`src/rtl/topk_stream_sorter_if.sv`:
```
// Candidate-in / sorted-out stream bundle for topk_stream_sorter.
//   in_key/in_tag/in_last/in_vld -> sorter, in_rdy <- sorter  (candidate beats)
//   out_key/out_tag/out_last/out_vld <- sorter, out_rdy -> sorter (drained entries)
// modport slave : sorter side. modport master: producer/consumer side.
interface topk_stream_sorter_if #(
    parameter int KEY_W = 17,
    parameter int TAG_W = 20
);
    logic [KEY_W-1:0] in_key;
    logic [TAG_W-1:0] in_tag;
    logic             in_last;
    logic             in_vld;
    logic             in_rdy;
    logic [KEY_W-1:0] out_key;
    logic [TAG_W-1:0] out_tag;
    logic             out_last;
    logic             out_vld;
    logic             out_rdy;

    modport slave (
        input  in_key, in_tag, in_last, in_vld, out_rdy,
        output in_rdy, out_key, out_tag, out_last, out_vld
    );

    modport master (
        output in_key, in_tag, in_last, in_vld, out_rdy,
        input  in_rdy, out_key, out_tag, out_last, out_vld
    );
endinterface

```
`src/rtl/topk_stream_sorter.sv`:
```
// Streaming top-K insertion sorter. Keeps the DEPTH best {key,tag} entries of a
// batch (smallest keys when SORT_OP=0, largest when SORT_OP=1) in a sorted
// register array, one insert per cycle, then drains them best-first.
// Ports:
//   clk, rst   clock, synchronous active-high reset
//   s          stream bundle (slave): candidate input and sorted output
//   kept_cnt   number of valid entries currently held
module topk_stream_sorter #(
    parameter int DEPTH   = 8,
    parameter int KEY_W   = 17,
    parameter int TAG_W   = 20,
    parameter bit SORT_OP = 1'b0
) (
    input  logic                       clk,
    input  logic                       rst,
    topk_stream_sorter_if.slave        s,
    output logic [$clog2(DEPTH+1)-1:0] kept_cnt
);
    localparam int CNT_W = $clog2(DEPTH+1);

    typedef enum logic {ACCEPT, DRAIN} state_t;

    state_t                        state_q, state_d;
    logic [DEPTH-1:0]              vld_q, vld_d;
    logic [DEPTH-1:0][KEY_W-1:0]   key_q, key_d;
    logic [DEPTH-1:0][TAG_W-1:0]   tag_q, tag_d;
    logic [CNT_W-1:0]              cnt_q, cnt_d;

    // stay[i]: slot i holds a key better than or equal to the candidate, so it
    // keeps its place. Because the array is sorted, stay is a prefix mask; the
    // candidate lands in the first non-staying slot (after equal keys -> stable).
    logic [DEPTH-1:0]              stay;
    logic                          acc_beat;
    logic                          pop;

    assign s.in_rdy   = (state_q == ACCEPT);
    assign s.out_vld  = (state_q == DRAIN) && vld_q[0];
    assign s.out_last = (state_q == DRAIN) && (cnt_q == CNT_W'(1));
    assign s.out_key  = key_q[0];
    assign s.out_tag  = tag_q[0];
    assign kept_cnt   = cnt_q;

    assign acc_beat = s.in_vld && (state_q == ACCEPT);
    assign pop      = s.out_vld && s.out_rdy;

    always_comb begin
        for (int i = 0; i < DEPTH; i++) begin
            if (SORT_OP)
                stay[i] = vld_q[i] && (key_q[i] >= s.in_key);
            else
                stay[i] = vld_q[i] && (key_q[i] <= s.in_key);
        end
    end

    always_comb begin
        state_d = state_q;
        vld_d   = vld_q;
        key_d   = key_q;
        tag_d   = tag_q;
        cnt_d   = cnt_q;
        if (acc_beat) begin
            // Non-staying slots either take the candidate (first one) or the
            // entry above (the rest); when every slot stays the beat is dropped.
            if (!stay[0]) begin
                vld_d[0] = 1'b1;
                key_d[0] = s.in_key;
                tag_d[0] = s.in_tag;
            end
            for (int i = 1; i < DEPTH; i++) begin
                if (!stay[i]) begin
                    if (stay[i-1]) begin
                        vld_d[i] = 1'b1;
                        key_d[i] = s.in_key;
                        tag_d[i] = s.in_tag;
                    end else begin
                        vld_d[i] = vld_q[i-1];
                        key_d[i] = key_q[i-1];
                        tag_d[i] = tag_q[i-1];
                    end
                end
            end
            if (cnt_q != CNT_W'(DEPTH))
                cnt_d = cnt_q + CNT_W'(1);
            if (s.in_last)
                state_d = DRAIN;
        end else if (pop) begin
            for (int i = 0; i < DEPTH-1; i++) begin
                vld_d[i] = vld_q[i+1];
                key_d[i] = key_q[i+1];
                tag_d[i] = tag_q[i+1];
            end
            vld_d[DEPTH-1] = 1'b0;
            cnt_d = cnt_q - CNT_W'(1);
            if (s.out_last)
                state_d = ACCEPT;
        end
    end

    always_ff @(posedge clk) begin
        if (rst) begin
            state_q <= ACCEPT;
            vld_q   <= '0;
            cnt_q   <= '0;
        end else begin
            state_q <= state_d;
            vld_q   <= vld_d;
            cnt_q   <= cnt_d;
        end
    end

    // Payload storage is qualified by vld_q, so it needs no reset.
    always_ff @(posedge clk) begin
        key_q <= key_d;
        tag_q <= tag_d;
    end
endmodule

```
`src/flat_wrapper.sv`:
```
// flat-port wrapper written by rule: the top's interface ports become plain ports
module topk_stream_sorter_flat 
#(
    parameter int DEPTH   = 8,
    parameter int KEY_W   = 17,
    parameter int TAG_W   = 20,
    parameter bit SORT_OP = 1'b0
)
  (clk, rst, kept_cnt, s_in_key, s_in_tag, s_in_last, s_in_vld, s_out_rdy, s_in_rdy, s_out_key, s_out_tag, s_out_last, s_out_vld);
  topk_stream_sorter_if #(.KEY_W(KEY_W), .TAG_W(TAG_W)) s_i ();
  input  logic clk;
  input  logic rst;
  output logic [$clog2(DEPTH+1)-1:0] kept_cnt;
  input wire logic [$bits(s_i.in_key)-1:0] s_in_key;
  input wire logic [$bits(s_i.in_tag)-1:0] s_in_tag;
  input wire logic [$bits(s_i.in_last)-1:0] s_in_last;
  input wire logic [$bits(s_i.in_vld)-1:0] s_in_vld;
  input wire logic [$bits(s_i.out_rdy)-1:0] s_out_rdy;
  output wire logic [$bits(s_i.in_rdy)-1:0] s_in_rdy;
  output wire logic [$bits(s_i.out_key)-1:0] s_out_key;
  output wire logic [$bits(s_i.out_tag)-1:0] s_out_tag;
  output wire logic [$bits(s_i.out_last)-1:0] s_out_last;
  output wire logic [$bits(s_i.out_vld)-1:0] s_out_vld;
  assign s_i.in_key = s_in_key;
  assign s_i.in_tag = s_in_tag;
  assign s_i.in_last = s_in_last;
  assign s_i.in_vld = s_in_vld;
  assign s_i.out_rdy = s_out_rdy;
  assign s_in_rdy = s_i.in_rdy;
  assign s_out_key = s_i.out_key;
  assign s_out_tag = s_i.out_tag;
  assign s_out_last = s_i.out_last;
  assign s_out_vld = s_i.out_vld;
  topk_stream_sorter #(.DEPTH(DEPTH), .KEY_W(KEY_W), .TAG_W(TAG_W), .SORT_OP(SORT_OP)) u_core (.clk(clk), .rst(rst), .s(s_i), .kept_cnt(kept_cnt));
endmodule
```
`config.mk`:
```
export PLATFORM = sky130hd
export DESIGN_NAME = topk_stream_sorter_flat
export DESIGN_NICKNAME = d
export VERILOG_FILES = /design/src/rtl/topk_stream_sorter_if.sv /design/src/rtl/topk_stream_sorter.sv /design/src/flat_wrapper.sv
export SDC_FILE = /design/constraint.sdc
export NUM_CORES = 1
export LEC_CHECK = 0
export BUFFER_PORTS_ARGS = -buffer_cell sky130_fd_sc_hd__buf_2
export CORE_MARGIN = 4
export CORE_UTILIZATION = 25
export CTS_BUF_LIST = sky130_fd_sc_hd__clkbuf_8
export DETAILED_ROUTE_END_ITERATION = 10
export GPL_ROUTABILITY_DRIVEN = 0
export PLACE_DENSITY = 0.4
export SYNTH_ARGS = -nofsm -noshare
export SYNTH_HDL_FRONTEND = slang
export SYNTH_SLANG_ARGS = --single-unit
```
`constraint.sdc`:
```
create_clock -name clk -period 5.1 [get_ports clk]
set_input_delay 0.255 -clock clk [delete_from_list [all_inputs] [get_ports clk]]
set_output_delay 0.255 -clock clk [all_outputs]
set_load 0.03 [all_outputs]
```
After elaboration in Yosys (flattened, before gate mapping)
Index checks and enable logic that the tools add are counted.

word-level totals
  output and inout bits = 44
  flip-flop bits (word level) = 309
  word-level logic and storage cells = 131
  input port bits = 42

cells by class
  magnitude comparators = 8
  reductions and logical operators = 25
  muxes and demuxes = 56
  equal/unequal tests = 12
  $add $sub $neg = 2
  bitwise gates (word level) = 2

operator list
  cell                                                                 number
  140-bit 2-to-1 mux                                                   2
  20-bit 2-to-1 mux                                                    14
  119-bit 2-to-1 mux                                                   2
  17-bit 2-to-1 mux                                                    14
  17-bit less-or-equal comparator                                      8
  2-bit inequality test (second input constant)                        10
  2-bit AND reduction                                                  10
  1-bit 2-to-1 mux                                                     19
  8-bit 2-to-1 mux                                                     2
  1-bit logical AND                                                    12
  4-bit 2-to-1 mux                                                     3
  4-bit by 1-bit adder with 4-bit output (second input constant)       1
  4-bit by 1-bit == test with 1-bit output (second input constant)     1
  4-bit inequality test (second input constant)                        1
  2-bit nonzero test                                                   2
  4-bit by 1-bit subtractor with 4-bit output (second input constant)  1
  3-bit AND reduction                                                  1
  1-bit inverter                                                       2

Logic depth before layout (Yosys ltp)
  depth in word-level cells = 5
  mapped depth = 11
  gate-level depth less buffers = 9

Least setup slack after synthesis
OpenSTA, ideal clock, no wires.

  path kind = input to register
  start = input port s_in_key[12]
  end = register u_core.key_q[100] in the netlist's numbering (enable)
  setup time = 485 ps
  setup slack = 219 ps
  stages on the path = 9
  required time = 4615 ps
  arrival = 4396 ps
  buffers on the path = 1
  cell sequence = inv_1 > ha_1 > nand4_1 > nor4_1 > a22oi_1 > o211ai_1 > a21boi_1 > buf_2 > o21ai_0

between the ends
  word-level cells in the longest chain between the ends = 4

RTL lines
  what                                    RTL line                   text
  start, declared                         flat_wrapper.sv:14         input wire logic [$bits(s_i.in_key)-1:0] s_in_key;
  17-bit less-or-equal comparator         topk_stream_sorter.sv:51   stay[i] = vld_q[i] && (key_q[i] <= s.in_key);
  1-bit logical AND                       topk_stream_sorter.sv:51
  2-bit inequality test (no source line)  --
  2-bit AND reduction (no source line)    --
  end signal, assigned                    topk_stream_sorter.sv:113  key_q <= key_d;
  end, declared                           topk_stream_sorter.sv:25   logic [DEPTH-1:0][KEY_W-1:0] key_q, key_d;

No other way between the ends.
A chain may end at the register's enable or synchronous reset.

==> impl_metrics.csv <==
group,metric,value,unit
status,run_status,"completed",
finish,syn_to_final_growth,14.9,%
critical_path,worstSetupEndpointType,"flip-flop",
drt,postRouteWirelength,61.2,mm
logic_synthesis,async_reset_ff_share,0,%
drt,routed.top_layer,"met5",
finish,drive_gt1_share,13.0,%
worst_hold_path,min-delay-start,"s_in_key[0]",
cts,path_clk_slew,0.06,ns
sta,fin_worst_skew,0.0477,ns
drt,drtIter0Drc,930,
logic_synthesis,synth_area_per_cell,10.7,um2
logic_synthesis,syn_inst,1713,
logic_synthesis,syn-num-nets,1895,
floorplan,fp.dieArea,77500,um2
logic_synthesis,yosysUniqueCellTypes,48,
critical_path,reg2reg_to,"u_core.key_q[22]$_DFFE_PP_",
logic_synthesis,ys_ff_latch,309,
critical_path,rr_worst_depth,9,
logic_synthesis,syn_area,18300,um2
finish,multi_input_area,8280,um2
sta,whs,0.120,ns
global_routing,grt_max_degree,199,
drt,viasPerCell,4.88,
critical_path,r2r_slack,0.96,ns
drt,ant_nets,0,
finish,fill_cells,7432,
critical_path,criticalPathCategory,"input port to flip-flop",
worst_hold_path,whs_path_depth,3,
sta,min_period,4.14,ns
sta,worstMarginPinSlew,1.23,ns
floorplan,chipWidth,278,um
logic_synthesis,synth_ff_type,"edfxtp_1",
drt,firstDrtPassIters,7,
place,io_buffers,85,
worst_hold_path,hold_path_end,"u_core.key_q[34]$_DFFE_PP_",
place,post-dp-hpwl,39.0,mm
floorplan,start_util,25.4,%
flow_run,drv_cap,0,
global_routing,grt_pass1_vias,14000,
sta,slew-limit-headroom,17.8,%
sta,grt_setup_unrepaired,"no",
floorplan,core_area,72000,um2
floorplan,pin_count,86,
global_routing,antenna_found_initial,2,
drt,num_vias,13600,
cts,ctsHtreeMaxLevel,2,
global_routing,track_usage,15.4,%
logic_synthesis,synth_edf_count,296,
cts,cts_root_buf,"clkbuf_8",
sta,slew_violations,0,
cts,cts_tree,"built",
cts,cts.sinks,309,
power,finalPower,7.42,mW
critical_path,crit_fanout,27,
power,p_leak,8.84,nW
sta,setup_violations,0,
floorplan,die_y,278,um
global_routing,overflow,0,
worst_hold_path,hold_class,"input port to flip-flop",
drt,met1Wirelength,29.1,mm
cts,cts_buffer_depth,3,
logic_synthesis,yosys_warnings,0,
critical_path,worst_ep_required_time,5.45,ns
logic_synthesis,ys_seq_area_share,50.1,%
drt,wl_per_cell,22.0,um
cts,numCtsBuffers,61,
finish,num-nets-final,1971,
drt,met3_length,2.45,mm
drt,drc_errors,0,
power,ir_drop,0.168,mV
power,p_per_area,353,nW/um2
sta,hold_violations,0,
global_routing,grt_pass1_wl,91.9,mm
critical_path,r2r_start,"u_core.s.out_key[16]$_DFFE_PP_",
sta,setup_tns,0,ns
sta,min_period_over_period,81.3,%
sta,fmax,0.241,GHz
logic_synthesis,yosysMostFrequentCell,"edfxtp_1",
critical_path,critPathLaunchType,"input port",
critical_path,arrival,4.49,ns
logic_synthesis,yosys-top-cells-count,"edfxtp_1, nand2_1, nor2_1",
drt,wl_met2,28.5,mm
logic_synthesis,ys_top_cells_by_area,"edfxtp_1, ha_1, mux2i_1",
finish,seq_area,9150,um2
logic_synthesis,synth_top_area_cell,"edfxtp_1",
floorplan,num_rows,98,
cts,insertion_delay,0.69,ns
logic_synthesis,post-synth-top-area-fraction,48.7,%
==> worst max-delay path by stage <==
stage,startpoint,endpoint,cells past startpoint
floorplan,s_in_key[12],u_core.key_q[100]$_DFFE_PP_,9
global placement,s_in_key[15],u_core.key_q[26]$_DFFE_PP_,11
detailed placement,s_in_key[16],u_core.key_q[31]$_DFFE_PP_,11
CTS,u_core.s.out_key[16]$_DFFE_PP_,u_core.key_q[22]$_DFFE_PP_,9
global route,s_in_key[16],u_core.key_q[25]$_DFFE_PP_,12
finish,s_in_key[16],u_core.key_q[22]$_DFFE_PP_,12
==> worst max-delay path: stages <==
cell and delay [ns]:
dlygate4sd3_1 0.56, buf_2 0.19, inv_1 0.19, ha_1 0.39
nand4_1 0.27, nor4_1 0.59, a221o_1 0.24, a211oi_1 0.08
o21ai_4 0.66, buf_4 0.67, mux2i_1 0.25, a21oi_1 0.09
==> registers in the layout (all words and copies together) (netlist names) <==
signal,cells
u_core.kept_cnt,4
u_core.tag_q,140
u_core.state_q,1
u_core.key_q,119
u_core.s.out_key,17
u_core.vld_q,8
u_core.s.out_tag,20
==> area by class of cell <==
type | count | share of cell area, %
clock buffers | 61 | 4.00
multi-input cells | 1208 | 39.5
flip-flops and latches | 309 | 43.6
inverters | 59 | 1.06
clock inverters | 48 | 1.04
repair buffers | 150 | 5.19
diodes | 1 | 0.0119
well taps | 950 | 5.66
==> where the power goes <==
part / switching [mW] / internal (mW) / total (mW)
Combinational: 1.01 / 0.601 / 1.61
Sequential: 0.257 / 3.24 / 3.49
Clock: 1.20 / 1.11 / 2.31
==> metrics by stage <==
stage               utilization [%]  worst slack, ns  area (um2)  instances
floorplan                         -            0.219       18300       1713
global placement               27.1            0.901       19500       2636
detailed placement             27.1            0.912       19500       2636
CTS                            29.2            0.965       21000       2785
global route                   29.2            0.806       21000       2786
finish                         29.2            0.956       21000       2786
==> layout by cell type (no fill, tap or decap), types with 41 or more instances in the layout <==
master,count
a21o_1,41
a21oi_1,78
a221oi_1,44
buf_2,85
clkbuf_8,61
edfxtp_1,296
ha_1,140
inv_1,84
mux2i_1,152
nand2_1,235
nor2_1,164
o21ai_0,153
==> repair_timing <==
item / CTS / global route
gates resized for setup: 0 / 0
hold buffers: 40 / 0
hold endpoints to repair: 137 / 0
buffers inserted: 0 / 0
==> cells by family after synthesis <==
logic type               share of synthesized area, %
buffers and inverters                            5.18
adder cells (fa/ha/maj)                          9.59
flip-flops                                       50.1
multiplexers                                     11.0
AO/OA/AOI/OAI                                    13.2
XOR/XNOR                                        0.192
AND/OR/NAND/NOR                                  10.8
==> per-layer routing <==
metal | vias to the layer above | global-route usage [%]
li1 | 6469 | -
met1 | 6742 | 21.6
met2 | 307 | 25.2
met3 | 73 | 2.27
met4 | 2 | 3.60
met5 | - | 0
Power figures use the tool's default switching activity.
